[config.mk]
export PLATFORM = sky130hd
export DESIGN_NAME = alu_ctrl_issue
export DESIGN_NICKNAME = d
export VERILOG_FILES = /design/src/rtl/alu_ctrl_issue.sv
export SDC_FILE = /design/constraint.sdc
export NUM_CORES = 1
export LEC_CHECK = 0
export CAP_MARGIN = 20
export CORE_MARGIN = 3
export CORE_UTILIZATION = 50
export CTS_CLUSTER_DIAMETER = 80
export DETAILED_ROUTE_END_ITERATION = 8
export PLACE_DENSITY = 0.78
export SYNTH_ARGS = -nofsm -noshare
export SYNTH_HDL_FRONTEND = slang
export SYNTH_SLANG_ARGS = --single-unit
[constraint.sdc]
create_clock -name clk -period 3.75 [get_ports clk]
set_input_delay 0.375 -clock clk [delete_from_list [all_inputs] [get_ports clk]]
set_output_delay 0.375 -clock clk [all_outputs]
set_load 0.1 [all_outputs]
[src/rtl/alu_ctrl_issue.sv]
// ============================================================================
// Module   : alu_ctrl_issue
// Brief    : Decodes MIPS opcode/funct into the 6-bit ALU control code at the
//            ID/EX boundary; holds mult/div codes for a configurable count.
// Revision : 1.0
// ============================================================================
`default_nettype none

module alu_ctrl_issue #(
  parameter int MUL_CYCLES = 4,
  parameter int DIV_CYCLES = 8
) (
  input  logic       clk,
  input  logic       rst_n,
  input  logic       in_valid,
  output logic       in_ready,
  input  logic [5:0] opcode,
  input  logic [5:0] funct,
  input  logic       stall,
  input  logic       flush,
  output logic [5:0] alu_ctrl,
  output logic       out_valid,
  output logic       busy,
  output logic       illegal
);

  localparam logic [5:0] C_ADD  = 6'b000000;
  localparam logic [5:0] C_SUB  = 6'b000001;
  localparam logic [5:0] C_MULT = 6'b000010;
  localparam logic [5:0] C_DIV  = 6'b000011;
  localparam logic [5:0] C_OR   = 6'b000100;
  localparam logic [5:0] C_AND  = 6'b000101;
  localparam logic [5:0] C_SLT  = 6'b000111;
  localparam logic [5:0] C_XOR  = 6'b001000;
  localparam logic [5:0] C_NOR  = 6'b001001;
  localparam logic [5:0] C_JAL  = 6'b100000;

  localparam bit         MUL_MC   = (MUL_CYCLES > 1);
  localparam bit         DIV_MC   = (DIV_CYCLES > 1);
  localparam logic [4:0] MUL_LOAD = MUL_MC ? 5'(MUL_CYCLES - 2) : 5'd0;
  localparam logic [4:0] DIV_LOAD = DIV_MC ? 5'(DIV_CYCLES - 2) : 5'd0;

  typedef enum logic [1:0] {
    S_IDLE = 2'd0,
    S_EXEC = 2'd1,
    S_HOLD = 2'd2
  } state_t;

  state_t     state_q, state_d;
  logic [4:0] cnt_q, cnt_d;
  logic [5:0] ctrl_q, ctrl_d;
  logic       ill_q, ill_d;

  logic [5:0] dec_ctrl;
  logic       dec_ill;
  logic       dec_mul;
  logic       dec_div;
  logic       accept;

  always_comb begin
    dec_ctrl = C_ADD;
    dec_ill  = 1'b0;
    dec_mul  = 1'b0;
    dec_div  = 1'b0;
    if (opcode == 6'b000000) begin
      case (funct)
        6'b100000, 6'b100001: dec_ctrl = C_ADD;
        6'b100010, 6'b100011: dec_ctrl = C_SUB;
        6'b100100:            dec_ctrl = C_AND;
        6'b100101:            dec_ctrl = C_OR;
        6'b100110:            dec_ctrl = C_XOR;
        6'b100111:            dec_ctrl = C_NOR;
        6'b101010:            dec_ctrl = C_SLT;
        6'b011000: begin
          dec_ctrl = C_MULT;
          dec_mul  = 1'b1;
        end
        6'b011010: begin
          dec_ctrl = C_DIV;
          dec_div  = 1'b1;
        end
        default:              dec_ill  = 1'b1;
      endcase
    end else begin
      case (opcode)
        6'b001000, 6'b001001: dec_ctrl = C_ADD;
        6'b001100:            dec_ctrl = C_AND;
        6'b001101:            dec_ctrl = C_OR;
        6'b001110:            dec_ctrl = C_XOR;
        6'b001010:            dec_ctrl = C_SLT;
        6'b100011, 6'b101011: dec_ctrl = C_ADD;
        6'b000100, 6'b000101: dec_ctrl = C_SUB;
        6'b000011:            dec_ctrl = C_JAL;
        default:              dec_ill  = 1'b1;
      endcase
    end
  end

  assign in_ready = !stall && !flush && (state_q != S_HOLD);
  assign accept   = in_valid && in_ready;

  // Flush outranks stall; stall freezes everything, so accept is already gated.
  always_comb begin
    state_d = state_q;
    cnt_d   = cnt_q;
    ctrl_d  = ctrl_q;
    ill_d   = ill_q;
    if (flush) begin
      state_d = S_IDLE;
      cnt_d   = 5'd0;
      ctrl_d  = C_ADD;
      ill_d   = 1'b0;
    end else if (!stall) begin
      case (state_q)
        S_HOLD: begin
          if (cnt_q == 5'd0) begin
            state_d = S_EXEC;
          end else begin
            cnt_d = cnt_q - 5'd1;
          end
        end
        default: begin
          if (accept) begin
            ctrl_d = dec_ctrl;
            ill_d  = dec_ill;
            cnt_d  = 5'd0;
            if (dec_mul && MUL_MC) begin
              state_d = S_HOLD;
              cnt_d   = MUL_LOAD;
            end else if (dec_div && DIV_MC) begin
              state_d = S_HOLD;
              cnt_d   = DIV_LOAD;
            end else begin
              state_d = S_EXEC;
            end
          end else begin
            state_d = S_IDLE;
          end
        end
      endcase
    end
  end

  always_ff @(posedge clk or negedge rst_n) begin
    if (!rst_n) begin
      state_q <= S_IDLE;
      cnt_q   <= 5'd0;
      ctrl_q  <= C_ADD;
      ill_q   <= 1'b0;
    end else begin
      state_q <= state_d;
      cnt_q   <= cnt_d;
      ctrl_q  <= ctrl_d;
      ill_q   <= ill_d;
    end
  end

  assign alu_ctrl  = ctrl_q;
  assign out_valid = (state_q == S_EXEC) && !stall;
  assign busy      = (state_q == S_HOLD);
  assign illegal   = ill_q && out_valid;

endmodule

`default_nettype wire

==> flow_metrics.tcl <==
set metrics [dict create \
    first_global_vias 888 \
    r2r_slack_ns 1.76 \
    cts_buffers 3 \
    r2r-start "cnt_q[0]" \
    required_ns 3.38 \
    fmax_ghz 0.364 \
    wire_per_inst_um 14.7 \
    cts.clk_slew.worst_paths_ns 0.09 \
    gp_congestion 0.831 \
    synth_top_area_cell "dfrtp_1" \
    clock_latency_ns 0.28 \
    dieWidth_um 50.7 \
    first_iter_violations 41 \
    ys_ff_latch 13 \
    synthFlopType "dfrtp_1" \
    vdd_ir_drop_max_uv 224 \
    timing.final.crit_share 0.732 \
    grt_antenna_before_repair 0 \
    maxSlewHeadroom 0.341 \
    drv_cap 0 \
    hold_violations 0 \
    dieArea_um2 2570 \
    clockBufferDepth 2 \
    rsz0062_at_grt "no" \
    io_buffers 25 \
    cts_htree_levels 1 \
    postCtsSetupRepairBufs 0 \
    grt_pass1_wl_um 4000 \
    synth.top_cell.area_share 0.326 \
    ioPinCount 27 \
    synth_async_sr_flop_share 1.00 \
    startpoint "state_q[0]" \
    setup_viol 0 \
    coreArea_um2 1800 \
    setup_tns_ns 0 \
    viasPerCell 5.95 \
    cp_slowest_cell "clkdlybuf4s50_1" \
    crit_fanout 10 \
    endpoint "busy" \
    cts.sinks 13 \
    cts_root_buf "clkbuf_4" \
    start_util 0.553 \
    tightest_slew_ns 0.985 \
    ys_types 50 \
    cp_data_arrival_time_ns 2.37 \
    placed_area_um2 1230 \
    leakage_nw 0.502 \
    wl_um 2400 \
    outcome "finished clean" \
    slew_violations 0 \
    powerDensity_nw_per_um2 254 \
    insertedDiodeCount 0 \
    crit_chain "nand2b_1 > inv_1 > clkdlybuf4s50_1" \
    vias 975 \
    syn_area_per_cell_um2 8.52 \
    cts_tree "yes" \
    ant_nets 0 \
    synth_edf_count 0 \
    layout.nets 158 \
    ys_seq_area_frac 0.326 \
    endpoint_kind "output port" \
    grt_max_degree 14 \
    period_minus_slack_ns 2.75 \
    max_stage_delay_ns 1.17 \
    reg2reg_to "cnt_q[2]" \
    cts_resized 0 \
    overflow 0 \
    drive_above_1_share 0.108 \
    synth_area_leaders "dfrtp_1 (33%), nor2_1 (3.8%), nand2_1 (3.4%), o31ai_1 (3.0%), inv_1 (2.6%)" \
    syn_inst 117 \
    die_y_um 50.7 \
    clock_skew_ns 0.00238 \
    grt_usage 0.207 \
    first_pass_iters 4 \
    drc_errors 0 \
    crit_type "reg2out" \
    syn_area_um2 997 \
    final_area_um2 1260 \
    yosys_warnings 0 \
    hpwl_um 1830 \
    rr_worst_depth 6 \
    cts_hold_buf 0 \
    syn_nets 135 \
    area_growth_syn_to_layout_pct 26.1 \
    startpoint_type "flip-flop" \
    fp-row-count 15 \
    holdCritPathClass "in2async" \
]
-- per-layer routing --
metal	GRT usage	wire length [um]	part of all wire
met1	0.293	1200	0.50
met2	0.309	1010	0.42
met3	0.0415	164	0.068
met4	0.0807	23	0.0096
met5	0	0	0
-- cell families after synthesis --
group / share of synthesized area
flops: 0.326
fa+ha+maj: 0.0226
compound gates: 0.221
xor+xnor: 0.00878
buf+inv: 0.0715
simple gates: 0.346
other cells: 0.00376
-- placed cells by master, fill, tap and decap left out, types with 2 or more instances in the layout --
| cell | synthesis | layout |
|---|---|---|
| nor3b_1 | 3 | 2 |
| clkbuf_4 | 0 | 3 |
| o21ai_0 | 5 | 5 |
| and2_1 | 2 | 2 |
| nor2_1 | 10 | 10 |
| nor2b_1 | 2 | 2 |
| nor3_1 | 4 | 4 |
| nand2_1 | 9 | 9 |
| a21oi_1 | 3 | 3 |
| nand3b_1 | 3 | 3 |
| buf_4 | 2 | 3 |
| nand3_1 | 5 | 5 |
| dfrtp_1 | 13 | 13 |
| nand2b_1 | 3 | 3 |
| or3_1 | 3 | 3 |
| a31oi_1 | 4 | 4 |
| inv_1 | 7 | 7 |
| clkdlybuf4s50_1 | 0 | 22 |
| o31ai_1 | 4 | 4 |
-- stage by stage --
step	setup slack (ns)	util	hold WS, ns	cells	total power [mW]
after global placement	1.37	0.683	0.471	160	0.227
after global routing	0.899	0.698	0.493	164	0.338
final	1.00	0.698	0.468	164	0.319
after CTS	1.01	0.698	0.482	164	0.320
after detailed placement	1.32	0.683	0.472	160	0.228
after floorplan	0.0849	-	0.0794	117	0.198
-- worst max-delay path, delay by kind of cell (launching register included) --
family                 cells  cell delay [ns]
buffers and inverters      2             1.38
AND/OR/NAND/NOR            1             0.30
flip-flops                 1             0.41
-- synthesized netlist by cell type, drive strengths merged (2+ instances only) --
cell	n
nand2b	3
a21oi	3
o21ai	5
or3	4
dfrtp	13
inv	7
and2	2
nand3	5
nor4b	2
o31ai	4
nor3	4
nor3b	3
buf	6
a31oi	5
nor2	10
or2	2
nand3b	3
o32a	2
nand2	9
nor2b	2
-- area by class of cell --
type / count / area (um2)
Sequential cell: 13 / 325
Fill cell: 161 / 544
Clock buffer: 4 / 26.3
Multi-Input combinational cell: 90 / 606
Tap cell: 25 / 31.3
Timing Repair Buffer: 25 / 243
Inverter: 7 / 26.3
-- sequential cells by signal, indices dropped and copies added (netlist names) --
signal and cells:
alu_ctrl 5, state_q 2, cnt_q 5, ill_q 1
-- power by group --
group          internal, mW  switching (mW)
Clock                0.0414          0.0519
Sequential            0.143         0.00228
Combinational        0.0325          0.0488
-- how the worst min path moves through the flow --
stage,from,end,cells after the start
floorplan,rst_n,alu_ctrl[0],0
global placement,alu_ctrl[1],alu_ctrl[1],2
detailed placement,alu_ctrl[5],alu_ctrl[5],2
CTS,rst_n,cnt_q[1],1
global route,rst_n,cnt_q[1],1
finish,rst_n,cnt_q[1],1
Power figures use the tool's default switching activity.
